===== src/rtl/month_year_counter.sv =====
// month_year_counter
//   Holds the calendar month (1-12) and a two-digit year offset (0-99 from
//   YEAR_BASE). Advances on the rising edge of month_enable, carries month
//   into year, flags leap years, reports the length of the current month and
//   drives BCD digits for the display mux.
//
// Ports
//   clk, reset            system clock, asynchronous active-high reset
//   month_enable          month-advance request (pulse or level; edge used)
//   manual_set            load set_month / set_year this cycle (validated)
//   set_month, set_year   values to load, binary
//   month, year           current month 1-12, year offset 0-99
//   leap_year             current year is a leap year
//   days_in_month         last valid day of the current month (28-31)
//   year_pulse            one-cycle strobe on December -> January
//   century_pulse         one-cycle strobe on year 99 -> 0
//   month_tens/ones       BCD digits of month
//   year_tens/ones        BCD digits of year
module month_year_counter #(
  parameter int YEAR_BASE   = 2000,
  parameter int RESET_MONTH = 1,
  parameter int RESET_YEAR  = 0
) (
  input  logic       clk,
  input  logic       reset,
  input  logic       month_enable,
  input  logic       manual_set,
  input  logic [3:0] set_month,
  input  logic [6:0] set_year,
  output logic [3:0] month,
  output logic [6:0] year,
  output logic       leap_year,
  output logic [4:0] days_in_month,
  output logic       year_pulse,
  output logic       century_pulse,
  output logic [3:0] month_tens,
  output logic [3:0] month_ones,
  output logic [3:0] year_tens,
  output logic [3:0] year_ones
);

  localparam logic [3:0] RST_MONTH = 4'(RESET_MONTH);
  localparam logic [6:0] RST_YEAR  = 7'(RESET_YEAR);
  // YEAR_BASE is a multiple of 400 in practice, so this is 0 and the leap
  // test reduces to year%4==0; kept general for the low two bits.
  localparam logic [1:0] BASE_MOD4 = 2'(YEAR_BASE % 4);

  logic [3:0] month_q, month_d;
  logic [6:0] year_q, year_d;
  logic       en_prev_q, en_prev_d;
  logic       year_pulse_q, year_pulse_d;
  logic       century_pulse_q, century_pulse_d;
  logic       adv;

  always_ff @(posedge clk or posedge reset) begin
    if (reset) begin
      month_q         <= RST_MONTH;
      year_q          <= RST_YEAR;
      en_prev_q       <= 1'b0;
      year_pulse_q    <= 1'b0;
      century_pulse_q <= 1'b0;
    end else begin
      month_q         <= month_d;
      year_q          <= year_d;
      en_prev_q       <= en_prev_d;
      year_pulse_q    <= year_pulse_d;
      century_pulse_q <= century_pulse_d;
    end
  end

  always_comb begin
    // Edge detector tracks the enable even during a manual set, so a level
    // held across the set does not produce an advance afterwards.
    en_prev_d       = month_enable;
    adv             = month_enable & ~en_prev_q;
    month_d         = month_q;
    year_d          = year_q;
    year_pulse_d    = 1'b0;
    century_pulse_d = 1'b0;
    if (manual_set) begin
      if (set_month >= 4'd1 && set_month <= 4'd12) month_d = set_month;
      if (set_year <= 7'd99)                       year_d  = set_year;
    end else if (adv) begin
      if (month_q == 4'd12) begin
        month_d      = 4'd1;
        year_pulse_d = 1'b1;
        if (year_q >= 7'd99) begin
          year_d          = 7'd0;
          century_pulse_d = (year_q == 7'd99);
        end else begin
          year_d = year_q + 7'd1;
        end
      end else if (month_q == 4'd0 || month_q > 4'd12) begin
        // Recover an illegal month without touching the year.
        month_d = 4'd1;
      end else begin
        month_d = month_q + 4'd1;
      end
    end
  end

  logic [1:0] leap_sum;
  logic [6:0] year_tens_w;
  logic [6:0] year_ones_w;

  always_comb begin
    leap_sum  = year_q[1:0] + BASE_MOD4;
    leap_year = (leap_sum == 2'd0);
    case (month_q)
      4'd4, 4'd6, 4'd9, 4'd11: days_in_month = 5'd30;
      4'd2:                    days_in_month = leap_year ? 5'd29 : 5'd28;
      default:                 days_in_month = 5'd31;
    endcase
    month_tens  = month_q / 4'd10;
    month_ones  = month_q % 4'd10;
    year_tens_w = year_q / 7'd10;
    year_ones_w = year_q % 7'd10;
    year_tens   = year_tens_w[3:0];
    year_ones   = year_ones_w[3:0];
  end

  assign month         = month_q;
  assign year          = year_q;
  assign year_pulse    = year_pulse_q;
  assign century_pulse = century_pulse_q;

endmodule

===== config.mk =====
export PLATFORM = sky130hd
export DESIGN_NAME = month_year_counter
export DESIGN_NICKNAME = d
export VERILOG_FILES = /design/src/rtl/month_year_counter.sv
export SDC_FILE = /design/constraint.sdc
export NUM_CORES = 1
export LEC_CHECK = 0
export CAP_MARGIN = 20
export CELL_PAD_IN_SITES_DETAIL_PLACEMENT = 2
export CELL_PAD_IN_SITES_GLOBAL_PLACEMENT = 2
export CORE_MARGIN = 4
export CORE_UTILIZATION = 27
export CTS_BUF_LIST = sky130_fd_sc_hd__clkbuf_8
export DETAILED_ROUTE_END_ITERATION = 10
export PLACE_DENSITY = 0.83
export SLEW_MARGIN = 40
export SYNTH_ARGS = -nofsm -noshare
export SYNTH_HDL_FRONTEND = slang
export SYNTH_SLANG_ARGS = --single-unit

===== constraint.sdc =====
create_clock -name clk -period 4 [get_ports clk]
set_clock_uncertainty 0.15 [all_clocks]
set_input_delay 0.8 -clock clk [delete_from_list [all_inputs] [get_ports clk]]
set_output_delay 0.8 -clock clk [all_outputs]
set_load 0.02 [all_outputs]

# --- After elaboration in Yosys (flattened, before gate mapping) ---
# Cells that the tools add are included.
totals:
  register_bits: 14
  inputBits: 15
  output_inout_bits: 35
  wordCells: 55
classes:
  addsub: 2
  n_div: 4
  n_lt_le_gt_ge: 5
  eq_ne: 9
  muxes: 19
  n_bitwise: 2
  reduce_logical: 9
op_table:
  columns: ["cell", "count"]
  rows:
  - ["two-way mux 7 bit", 5]
  - ["two-way mux 4 bit", 5]
  - ["== test 4 bit (second input constant)", 3]
  - ["== test 4 x 3 -> 1 bit (second input constant)", 2]
  - ["two-way mux 1 bit", 8]
  - ["adder 7 x 1 -> 7 bit (second input constant)", 1]
  - ["divider 7 x 4 -> 7 bit (second input constant)", 1]
  - ["== test 7 bit (second input constant)", 1]
  - [">= comparator 7 bit (second input constant)", 1]
  - ["<= comparator 7 bit (second input constant)", 1]
  - ["remainder unit 7 x 4 -> 7 bit (second input constant)", 1]
  - ["adder 4 x 1 -> 4 bit (second input constant)", 1]
  - ["divider 4 x 4 -> 4 bit (second input constant)", 1]
  - ["== test 4 x 2 -> 1 bit (second input constant)", 1]
  - [">= comparator 4 x 1 -> 1 bit (second input constant)", 1]
  - ["> comparator 4 bit (second input constant)", 1]
  - ["<= comparator 4 bit (second input constant)", 1]
  - ["logical NOT 4 bit", 1]
  - ["remainder unit 4 x 4 -> 4 bit (second input constant)", 1]
  - ["!= test 2 x 1 -> 1 bit (second input constant)", 2]
  - ["case mux 2 bit (2 select lines)", 1]
  - ["nonzero test 2 bit", 2]
  - ["OR reduction 4 bit", 1]
  - ["AND reduction 3 bit", 1]
  - ["other kinds (6)", 6]

# --- Logic depth before layout (Yosys ltp) ---
# Gate-level depths: netlist (run 1).
depth:
  word_depth: 6
  mapped_depth: 10
  mapped_depth_nobuf: 9

# --- Worst setup path before layout (run 1) ---
# No wires, ideal clock.
synth_path:
  path_type: "reg-to-output"
  from: "reg year_q[5] (netlist: year[5])"
  to: "out year_ones[2]"
  arrival_ps: 2534
  required_time_ps: 3050
  path_slack_ps: 516
  stages_incl_launch_ff: 11
  n_path_buf: 1
  cell_sequence: "dfrtp_1 > buf_6 > mux2_4 > a2bb2oi_2 > a31oi_4 > xnor2_1 > ha_1 > nor2b_1 > o221ai_2 > nand4_2 > mux2i_1"
synth_via:
  elab_chain_len: 1
synth_rtl:
  columns: ["item", "line_no", "text"]
  rows:
  - ["from (decl)", "49", "logic [6:0] year_q, year_d;"]
  - ["from (signal assigned)", "64", "year_q <= year_d;"]
  - ["remainder unit 7 x 4 -> 7 bit", "117", "year_ones_w = year_q % 7'd10;"]
  - ["to (decl)", "39", "output logic [3:0] year_ones"]
# Every way passes these cells.

# --- Worst setup path after layout (run 1) ---
layout_path:
  from: "reg year_q[5] (netlist: year[5])"
  to: "out year_tens[0]"
layout_via:
  elab_chain_len: 1
layout_rtl:
  columns: ["item", "line_no", "text"]
  rows:
  - ["divider 7 x 4 -> 7 bit", "116", "year_tens_w = year_q / 7'd10;"]
  - ["to (decl)", "38", "output logic [3:0] year_tens,"]
# Every way passes these cells.

==> results of run 1 <==
-- cells by family after synthesis --
logic type	after synthesis	share of synthesized area [%]
AND/OR/NAND/NOR	55	22.2
AO/OA/AOI/OAI	51	27.1
buffers and inverters	33	11.9
flip-flops	14	24.0
adder cells (fa/ha/maj)	10	8.53
multiplexers	5	4.01
XOR/XNOR	3	1.79
other	2	0.512
-- layout make-up --
| type | count | area, sq um | share of cell area [%] |
|---|---|---|---|
| inverter | 16 | 60.1 | 3.01 |
| multi-input combinational | 130 | 958 | 48.0 |
| clock buffer | 3 | 41.3 | 2.07 |
| sequential | 14 | 354 | 17.7 |
| timing repair buffer | 51 | 490 | 24.6 |
| clock inverter | 1 | 3.75 | 0.188 |
| tap | 70 | 87.6 | 4.39 |
-- power breakdown --
group          total (mW)  switching (mW)  internal, mW
sequential          0.224          0.0558         0.169
clock               0.119          0.0512        0.0679
combinational       0.767           0.415         0.353
total                1.11           0.522         0.589
-- timing repair --
item / in CTS / in global routing
pin swaps: 0 / 1
gates resized for setup: 4 / 2
endpoints found under the setup margin: 2 / 3
-- placed cells by master, fill, tap and decap left out, types with 2 or more instances in the layout --
cell type / instances
a22oi_1: 2
o21ai_0: 8
nor2b_1: 9
inv_1: 15
nand2_1: 13
clkdlybuf4s50_1: 40
dfrtp_2: 2
a221oi_1: 2
nor2_1: 8
inv_2: 2
nand2b_1: 9
dlygate4sd2_1: 2
a311oi_1: 2
xnor2_1: 3
buf_4: 8
a2bb2oi_2: 2
a22o_1: 3
nand4_1: 2
dfrtp_1: 11
o21ai_1: 3
conb_1: 6
a21oi_1: 6
nand3_1: 2
o31ai_1: 4
clkbuf_8: 3
ha_1: 9
mux2i_1: 3
nor3_1: 2
o22ai_1: 3
a21o_1: 2
-- layer usage --
metal / vias to the layer above / routed length [um] / global-route usage [%]
met3: 4 / 178 / 2.63
met4: 0 / 21 / 1.99
met5: - / 0 / 0
li1: 694 / - / -
met1: 709 / 2230 / 20.6
met2: 28 / 2300 / 25.8
-- stage by stage --
stage          cells  hold slack, ps  utilization, %
3_5_place_dp     281             426            37.6
4_1_cts          285             434            38.5
5_1_grt          285             470            38.6
6_report         285             428            38.6
2_1_floorplan    177             413               -
3_3_place_gp     281             408            37.6
-- worst paths after layout --
check                                       end  depth (start not counted)                  from  slack, ps
setup / recovery                   year_tens[0]                         10   year[5]$_DFFE_PP0P_        170
hold / removal             month[0]$_DFFE_PP1P_                          1  month[0]$_DFFE_PP1P_        430
setup reg to reg            year[2]$_DFFE_PP0P_                          6  month[1]$_DFFE_PP0P_       1620
hold reg to reg            month[0]$_DFFE_PP1P_                          1  month[0]$_DFFE_PP1P_        430
max in group asynchronous   year[5]$_DFFE_PP0P_                          2                 reset       2520
min in group asynchronous   en_prev_q$_DFF_PP0_                          2                 reset        780
-- sequential cells by signal, summed over array words and instances (netlist names) --
name,cells
month,4
year,7
year_pulse,1
en_prev_q,1
century_pulse,1
-- worst max-delay path: cells and delay by family, from the launching register on --
family / cells / cell delay [ps]
AO/OA/AOI/OAI: 3 / 510
XOR/XNOR: 1 / 120
adder cells (fa/ha/maj): 1 / 240
buffers and inverters: 2 / 680
flip-flops: 1 / 460
multiplexers: 1 / 320
AND/OR/NAND/NOR: 2 / 300
==> results by group, run 1 <==
Status
  – Run status: completed

Global route
  – Vias in the first global route: 1542
  – Largest net degree at the start of global routing: 19
  – Gr usage total: between 15 and 20%
  – Antenna violations before repair: 0
  – GRT Residual Overflow: 0
  – Global-route wire length before repair: ~8 mm

Clocking
  – CTS tree: built
  – Clock Sinks: 14
  – H-Tree Depth: 1
  – Clock Tree Buf Depth: 2
  – CTS Buf Count: 3
  – Worst-path clk slew: 60 ps
  – Clock Latency Late Sink: ~250 ps
  – Postcts setup bufs: 0
  – CTS Root Cell: clkbuf_8
  – Hold_buf cts: 0

Logic synthesis
  – Register area share after synthesis: 24.0%
  – Count leader, synth: inv_1
  – Most frequent cells after synthesis: inv_1 (14), dfrtp_1 (13), nand2_1 (13)
  – Avg Cell Area, Syn: between 8 and 9 sq um
  – Seq cells post-synth: 14
  – Synth unique cells: 56
  – Cells after synthesis: around 170
  – Post-synth top area share: about 22%
  – Leading area contributor after synthesis: dfrtp_1
  – Area of the mapped netlist: between 1000 and 1500 sq um
  – Post-synth ARST share: between 90% and 100%
  – Ys flop type: dfrtp_1
  – Synth area leaders: dfrtp_1 (22%), ha_1 (8.5%), buf_4 (5.6%)
  – Syn. warnings: 0
  – EDFF count, synth: 0

Floorplan
  – FP Rows: 26
  – Die Y: ~82 um
  – Starting density of the core: 28.4%
  – Die area: 6680 sq um
  – Die span in x: just over 80 um
  – Core area: just over 5000 sq um
  – IO Pins: 50

Final layout
  – Share of layout cells above drive strength 1: a little over an eighth
  – Fin nets: about 240
  – FILL cells: 579
  – Non-Filler Cell Area, Final: ~2000 sq um
  – # diodes: 0
  – Area Growth Syn to Fin: 36.0%

Timing
  – Slew @ Worst Pin: 574 ps
  – Endpoints failing setup: 0
  – Setup WS post-layout: approximately 170 ps
  – Relative slew slack: between 60% and 70%
  – Total negative slack: 0 ps
  – Minimum clock period: 3830 ps
  – Fmax: about 0.26 GHz
  – Fin. Hold Viols: 0
  – Max-slew violation count: 0
  – RSZ-0062 raised after global routing: no
  – Post-route clock period utilization: roughly 96%

Drt
  – DRT Wirelength: 4.73 mm
  – Detail Route Antenna Nets: 0
  – Via count: approximately 1.4k
  – # DRC: 0
  – Initial drt markers: 72
  – Vias per cell: ~5
  – Drt pass-1 iters: 4
  – Avg WL per Cell: around 17 um

Setup path
  – Critical-path cell list: mux2_4 -> a2bb2oi_2 -> a31oi_4 -> xnor2_1 -> ha_2 -> nor2b_1 -> o221ai_2 -> nand4_2 -> inv_1 -> clkdlybuf4s50_1
  – Worst setup EP type: output port
  – WP data arrival: 2880 ps
  – Critical-path maximum fanout: 8
  – Slowest-stage cell, CP: clkdlybuf4s50_1
  – Setup crit start kind: flip-flop
  – CP required: about 3000 ps
  – Crit Path Category: flip-flop to output port
  – CP max stage delay: 600 ps

Pwr
  – Total power: 1.11 mW
  – Max VDD drop: 200 uV
  – Leak pwr: about 0.86 nW
  – PD cells: 557 nW/um^2

Placed design
  – Setup WS pre-CTS: around 130 ps
  – RD Place Congestion: 0.766
  – DP HPWL: roughly 3.7 mm
  – Number of port buffers: 43
  – Post-DP Area: between 1500 and 2000 sq um

Hold path
  – Hold WC Path Type: flip-flop to flip-flop

Flow run
  – Total of max-cap violations: 0
No activity file was read; power rests on OpenSTA's default activity.
==> run 2: changes to the inputs <==
--- a/config.mk
+++ b/config.mk
@@ -14,2 +14,3 @@
 export DETAILED_ROUTE_END_ITERATION = 10
+export GPL_ROUTABILITY_DRIVEN = 0
 export PLACE_DENSITY = 0.83
==> constraint.sdc (replaced) <==
create_clock -name clk -period 4 [get_ports clk]
set_clock_uncertainty 0.15 [all_clocks]
set_input_delay 1 -clock clk [delete_from_list [all_inputs] [get_ports clk]]
set_output_delay 1 -clock clk [all_outputs]
set_load 0.02 [all_outputs]
==> results by group, run 2 (synthesis results as in run 1) <==
Setup path
  – Worst R2R Path Depth: 6 (unchanged)
  – WP data arrival: 2670 ps (-210 ps)
  – RR Endpoint: year[2]$_DFFE_PP0P_
  – Setup crit start kind: flip-flop
  – R2R Path Start: month[1]$_DFFE_PP0P_
  – CP required: 2850 ps (-200 ps)
  – Reg2reg setup slack: 1530 ps (-90 ps)
  – Critical-path maximum fanout: 6 (-2)
  – Worst setup EP type: output port
  – Crit Path Category: flip-flop to output port

Drt
  – Avg WL per Cell: 17.5 um (+5.6%)
  – Initial drt markers: 150 (+110%)
  – # DRC: 0 (unchanged)
  – Via count: 1441 (+0.42%)
  – Vias per cell: 5.00 (-0.63%)
  – DRT Wirelength: 5.05 mm (+6.7%)
  – Drt pass-1 iters: 4 (unchanged)
  – Detail Route Antenna Nets: 0 (unchanged)

Timing
  – Max-slew violation count: 0 (unchanged)
  – Minimum clock period: 3820 ps (-13.8 ps)
  – Fin. Hold Viols: 0 (unchanged)
  – Fmax: 0.262 GHz (+0.36%)
  – Slew @ Worst Pin: 582 ps (+7.58 ps)
  – Hold WS: 428 ps (+0.0190 ps)
  – RSZ-0062 raised after global routing: no
  – Post-route clock period utilization: 95.4% (-0.34 points)
  – Endpoints failing setup: 0 (unchanged)
  – Relative slew slack: 61.2% (-0.51 points)

Floorplan
  – Die area: 6680 sq um (unchanged)
  – Die span in x: 81.7 um (unchanged)
  – FP Rows: 26 (unchanged)
  – IO Pins: 50 (unchanged)
  – Die Y: 81.7 um (unchanged)
  – Starting density of the core: 28.4% (unchanged)
  – Core area: 5170 sq um (unchanged)

Global route
  – Vias in the first global route: 1562 (+1.3%)
  – Global-route wire length before repair: 8.44 mm (+5.9%)
  – GRT Residual Overflow: 0 (unchanged)
  – Largest net degree at the start of global routing: 19 (unchanged)
  – Gr usage total: 16.3% (+1.1 points)
  – Antenna violations before repair: 0 (unchanged)

Final layout
  – Seq. cell area: 352 sq um (-0.71%)
  – Commonest non-fill, non-tap cell in the layout: clkdlybuf4s50_1
  – Fin nets: 244 (+1.2%)
  – FILL cells: 574 (-0.86%)
  – Footprint of the multi-input gates: 958 sq um (unchanged)
  – # diodes: 0 (unchanged)
  – Area Growth Syn to Fin: 37.3%
  – Fin util: 38.9% (+0.36 points)
  – Share of layout cells above drive strength 1: 15.1% (+1.6 points)
  – Max reg flops: 7 (unchanged)
  – Most frequent cells in the layout: clkdlybuf4s50_1 (39), inv_1 (14), nand2_1 (13), dfrtp_1 (13), buf_4 (11)

Flow run
  – Total of max-cap violations: 0 (unchanged)

Placed design
  – DP HPWL: 3.84 mm (+2.7%)
  – Number of port buffers: 43 (unchanged)

Pwr
  – Max VDD drop: 215 uV (+7.7%)
  – PD cells: 565 nW/um^2 (+1.5%)
  – Leak pwr: 0.869 nW (+0.67%)

Clocking
  – CTS tree: built
  – Clock Sinks: 14 (unchanged)
  – Postcts setup bufs: 0 (unchanged)
  – Clock Latency Late Sink: 240 ps (about the same)
  – Clock Tree Buf Depth: 2 (unchanged)
  – CTS Buf Count: 3 (unchanged)
  – Worst-path clk slew: 60 ps (about the same)
  – H-Tree Depth: 1 (unchanged)
  – CTS Root Cell: clkbuf_8

Hold path
  – Hold Crit Depth: 1 (unchanged)
  – HP Start: month[0]$_DFFE_PP1P_
  – Hold WC Path Type: flip-flop to flip-flop
  – Hold Path End: month[0]$_DFFE_PP1P_

Status
  – Run status: completed
[run 2: changes by cell type in the layout (fill, tap and decap cells not counted), sizes merged]
cell / delta
buf: +3
clkbuf: +3
clkdlybuf4s15: +1
clkdlybuf4s50: -1
dlygate4sd2: -1
dlymetal6s2s: -1
inv: -1
[run 2: per-stage QoR]
stage	setup slack, ps	total power [mW]	TNS, ps	area (sq um)	instances
after floorplan	316	0.704	0	1480	177
after global placement	146	1.00	0	1970	284
after detailed placement	-18.9	1.03	-18.9	1970	284
after CTS	2.85	1.15	0	2020	288
after global routing	8.75	1.22	0	2010	288
final	185	1.14	0	2010	288
[run 2: repair_timing]
action | CTS | global route
pin swaps | 0 | 0
hold buffers | 0 | 0
resized for setup | 4 | 7
endpoints found under the hold margin | 0 | 0
endpoints found under the setup margin | 4 | 3
[run 2: metal layers]
metal  GRT usage, %  share of wire, %  vias up
met1           21.5                46      713
li1               -                 -      695
met2           28.5                50       31
met3           2.96               4.1        2
met4           1.50              0.42        0
met5              0                 0        -
[run 2: final cells by class]
cell class	instances	area share, %
Clock buffer	4	2.73
Inverter	16	2.98
Multi-Input combinational cell	130	47.6
Sequential cell	14	17.5
Tap cell	70	4.35
Timing Repair Buffer	54	24.9
[run 2: worst max-delay path by stage]
stage	endpoint	cells after the start	startpoint	slack, ps
after floorplan	year_ones[2]	10	year[5]$_DFFE_PP0P_	320
after global routing	year_ones[1]	11	year[5]$_DFFE_PP0P_	9
after CTS	year_ones[3]	11	year[5]$_DFFE_PP0P_	3
after global placement	year_ones[2]	11	year[5]$_DFFE_PP0P_	150
after detailed placement	year_ones[3]	11	year[5]$_DFFE_PP0P_	-20
final	year_ones[1]	11	year[5]$_DFFE_PP0P_	180
[run 2: critical path: stages (launching register included)]
cell	delay, ps
dfrtp_1	450
buf_4	190
nand2b_1	100
a211oi_2	310
a31oi_4	60
xnor2_1	230
ha_2	250
nor2b_1	170
o221ai_2	110
nand4_2	120
xnor2_1	130
clkdlybuf4s15_1	320
[run 2: where the power goes]
| part | switching (mW) | internal, mW | total, mW |
|---|---|---|---|
| clock | 0.0531 | 0.0871 | 0.140 |
| combinational | 0.428 | 0.350 | 0.778 |
| sequential | 0.0520 | 0.168 | 0.220 |
==> run 3: changes to the inputs <==
--- a/config.mk
+++ b/config.mk
@@ -7,3 +7,2 @@
 export LEC_CHECK = 0
-export CAP_MARGIN = 20
 export CELL_PAD_IN_SITES_DETAIL_PLACEMENT = 2
@@ -11,7 +10,8 @@
 export CORE_MARGIN = 4
-export CORE_UTILIZATION = 27
+export CORE_UTILIZATION = 37
 export CTS_BUF_LIST = sky130_fd_sc_hd__clkbuf_8
 export DETAILED_ROUTE_END_ITERATION = 10
+export DONT_BUFFER_PORTS = 1
 export GPL_ROUTABILITY_DRIVEN = 0
-export PLACE_DENSITY = 0.83
+export PLACE_DENSITY = 0.81
 export SLEW_MARGIN = 40
--- a/constraint.sdc
+++ b/constraint.sdc
@@ -4,2 +4,2 @@
 set_output_delay 1 -clock clk [all_outputs]
-set_load 0.02 [all_outputs]
+set_load 0.05 [all_outputs]
==> results by group, run 3 (synthesis results as in run 1) <==
Global route
  – Largest net degree at the start of global routing: 20 (+1)
  – Global-route wire length before repair: 7.88 mm (-6.6%)
  – Antenna violations before repair: 0 (unchanged)
  – Gr usage total: 19.7% (+3.4 points)
  – Vias in the first global route: 1465 (-6.2%)
  – GRT Residual Overflow: 0 (unchanged)

Clocking
  – Clock Sinks: 14 (unchanged)
  – CTS Root Cell: clkbuf_8
  – Worst-path clk slew: 70 ps (about the same)
  – H-Tree Depth: 1 (unchanged)
  – CTS tree: built
  – Clock Tree Buf Depth: 2 (unchanged)
  – CTS Buf Count: 3 (unchanged)
  – Hold_buf cts: 0 (unchanged)
  – Clock Latency Late Sink: 250 ps (about the same)

Setup path
  – Critical-path maximum fanout: 12 (+6)
  – Setup crit start kind: flip-flop
  – Crit Path Category: flip-flop to output port
  – CP required: 2850 ps (about the same)
  – Reg2reg setup slack: 1310 ps (-220 ps)
  – WP data arrival: 2720 ps (+50 ps)
  – Worst setup EP type: output port

Drt
  – DRT Wirelength: 4.95 mm (-1.8%)
  – Detail Route Antenna Nets: 0 (unchanged)
  – Vias per cell: 5.72 (+14%)
  – # DRC: 0 (unchanged)
  – Via count: 1332 (-7.6%)
  – Avg WL per Cell: 21.3 um (+21%)
  – Drt pass-1 iters: 4 (unchanged)
  – Initial drt markers: 59 (-61%)

Pwr
  – Sequential share of power: 15.3% (-4.0 points)
  – Leak pwr: 0.775 nW (-11%)
  – Switching pwr: 833 uW (+56%)
  – Int Power: 667 uW (+10%)
  – Max VDD drop: 424 uV (+97%)
  – PD cells: 858 nW/um^2 (+52%)
  – Comb pwr share: 74.8% (+6.4 points)
  – Clk pwr share: 9.8% (-2.5 points)
  – Sw Ratio: 55.5% (+8.6 points)

Placed design
  – Number of port buffers: 0 (-100%)
  – Dpl cells: 228 (-20%)
  – DP HPWL: 3.60 mm (-6.2%)

Final layout
  – Most frequent cells in the layout: buf_4 (17), inv_1 (14), nand2_1 (13), dfrtp_1 (10)
  – Max reg flops: 7 (unchanged)
  – # diodes: 0 (unchanged)
  – Final std cells w/o fill: 233 (-19%)
  – Commonest non-fill, non-tap cell in the layout: buf_4
  – Share of layout cells above drive strength 1: 25.9% (+11 points)
  – Fin nets: 211 (-14%)
  – Area Growth Syn to Fin: 19.2%

Floorplan
  – Die span in x: 71.0 um (-13%)
  – FP Rows: 22 (-15%)
  – Die area: 5040 sq um (-25%)
  – Core area: 3740 sq um (-28%)
  – IO Pins: 50 (unchanged)
  – Die Y: 71.0 um (-13%)
  – Starting density of the core: 39.2% (+11 points)

Status
  – Run status: completed

Timing
  – RSZ-0062 raised after global routing: no
  – Minimum clock period: 3870 ps (+59.3 ps)
  – Relative slew slack: 46.9% (-14 points)
  – Post-route clock period utilization: 96.9% (+1.5 points)
  – Endpoints failing setup: 0 (unchanged)
  – Fmax: 0.258 GHz (-1.5%)
  – Fin. Hold Viols: 0 (unchanged)
  – Max-slew violation count: 0 (unchanged)
  – Total negative slack: 0 ps (unchanged)
  – Slew @ Worst Pin: 796 ps (+214 ps)

Flow run
  – Total of max-cap violations: 0 (unchanged)

Hold path
  – Hold WC Path Type: flip-flop to flip-flop
==> run 3: cell count changes in the layout (fill, tap and decap cells not counted), sizes merged <==
cell,delta
clkbuf,-1
dlygate4sd2,-1
clkdlybuf4s50,-39
clkdlybuf4s15,-1
buf,+9
==> run 3: final cells by class <==
cell class	count	area [sq um]
fillers	426	1990
multi-input cells	130	1030
flip-flops and latches	14	355
repair buffers	21	184
inverters	16	60.1
well taps	48	60.1
clock buffers	4	55.1
==> run 3: worst paths after layout <==
kind,start,to,depth (start not counted)
min in group asynchronous,reset,year_pulse$_DFF_PP0_,1
max reg2reg,month[1]$_DFFE_PP0P_,year[2]$_DFFE_PP0P_,6
max,year[6]$_DFFE_PP0P_,year_ones[2],10
min,en_prev_q$_DFF_PP0_,year_pulse$_DFF_PP0_,2
min reg2reg,en_prev_q$_DFF_PP0_,year_pulse$_DFF_PP0_,2
max in group asynchronous,reset,year[5]$_DFFE_PP0P_,1
==> run 3: power groups by stage <==
stage | Combinational [mW] | Sequential [mW] | Clock (mW)
5_1_grt | 1.18 | 0.238 | 0.159
6_report | 1.12 | 0.230 | 0.147
3_5_place_dp | 1.07 | 0.233 | 0
3_3_place_gp | 1.03 | 0.227 | 0
4_1_cts | 1.10 | 0.232 | 0.151
2_1_floorplan | 0.727 | 0.287 | 0
==> run 3: layer usage <==
metal | track usage [%] | vias to the layer above | routed length, um
met4 | 3.13 | 0 | 26
met3 | 4.55 | 4 | 235
met1 | 25.1 | 669 | 2190
met5 | 0 | - | 0
li1 | - | 623 | -
met2 | 34.3 | 36 | 2510
==> run 3: worst max-delay path: stages, from the launching register on <==
cell       delay [ps]
dfrtp_2           490
mux2_4            290
a2bb2oi_2         140
a31oi_4           270
xnor2_4           180
ha_4              200
nor2b_1           180
o221ai_2          130
nand4_4           150
mux2i_4           270
buf_12            160
==> run 3: repair_timing <==
action,in CTS,in global routing
hold endpoints to repair,0,0
endpoints found under the setup margin,3,2
gates resized for setup,3,4
buffers inserted,0,1
pin swaps,0,1
==> run 3: per-stage QoR <==
stage	setup WS, ps	total power, mW	instance area, sq um	utilization (%)	hold slack [ps]
2_1_floorplan	39.6	1.01	1520	-	413
3_3_place_gp	276	1.26	1640	43.9	455
3_5_place_dp	107	1.30	1640	43.9	463
4_1_cts	9.32	1.48	1720	45.9	481
5_1_grt	12.4	1.58	1750	46.7	509
6_report	125	1.50	1750	46.7	473
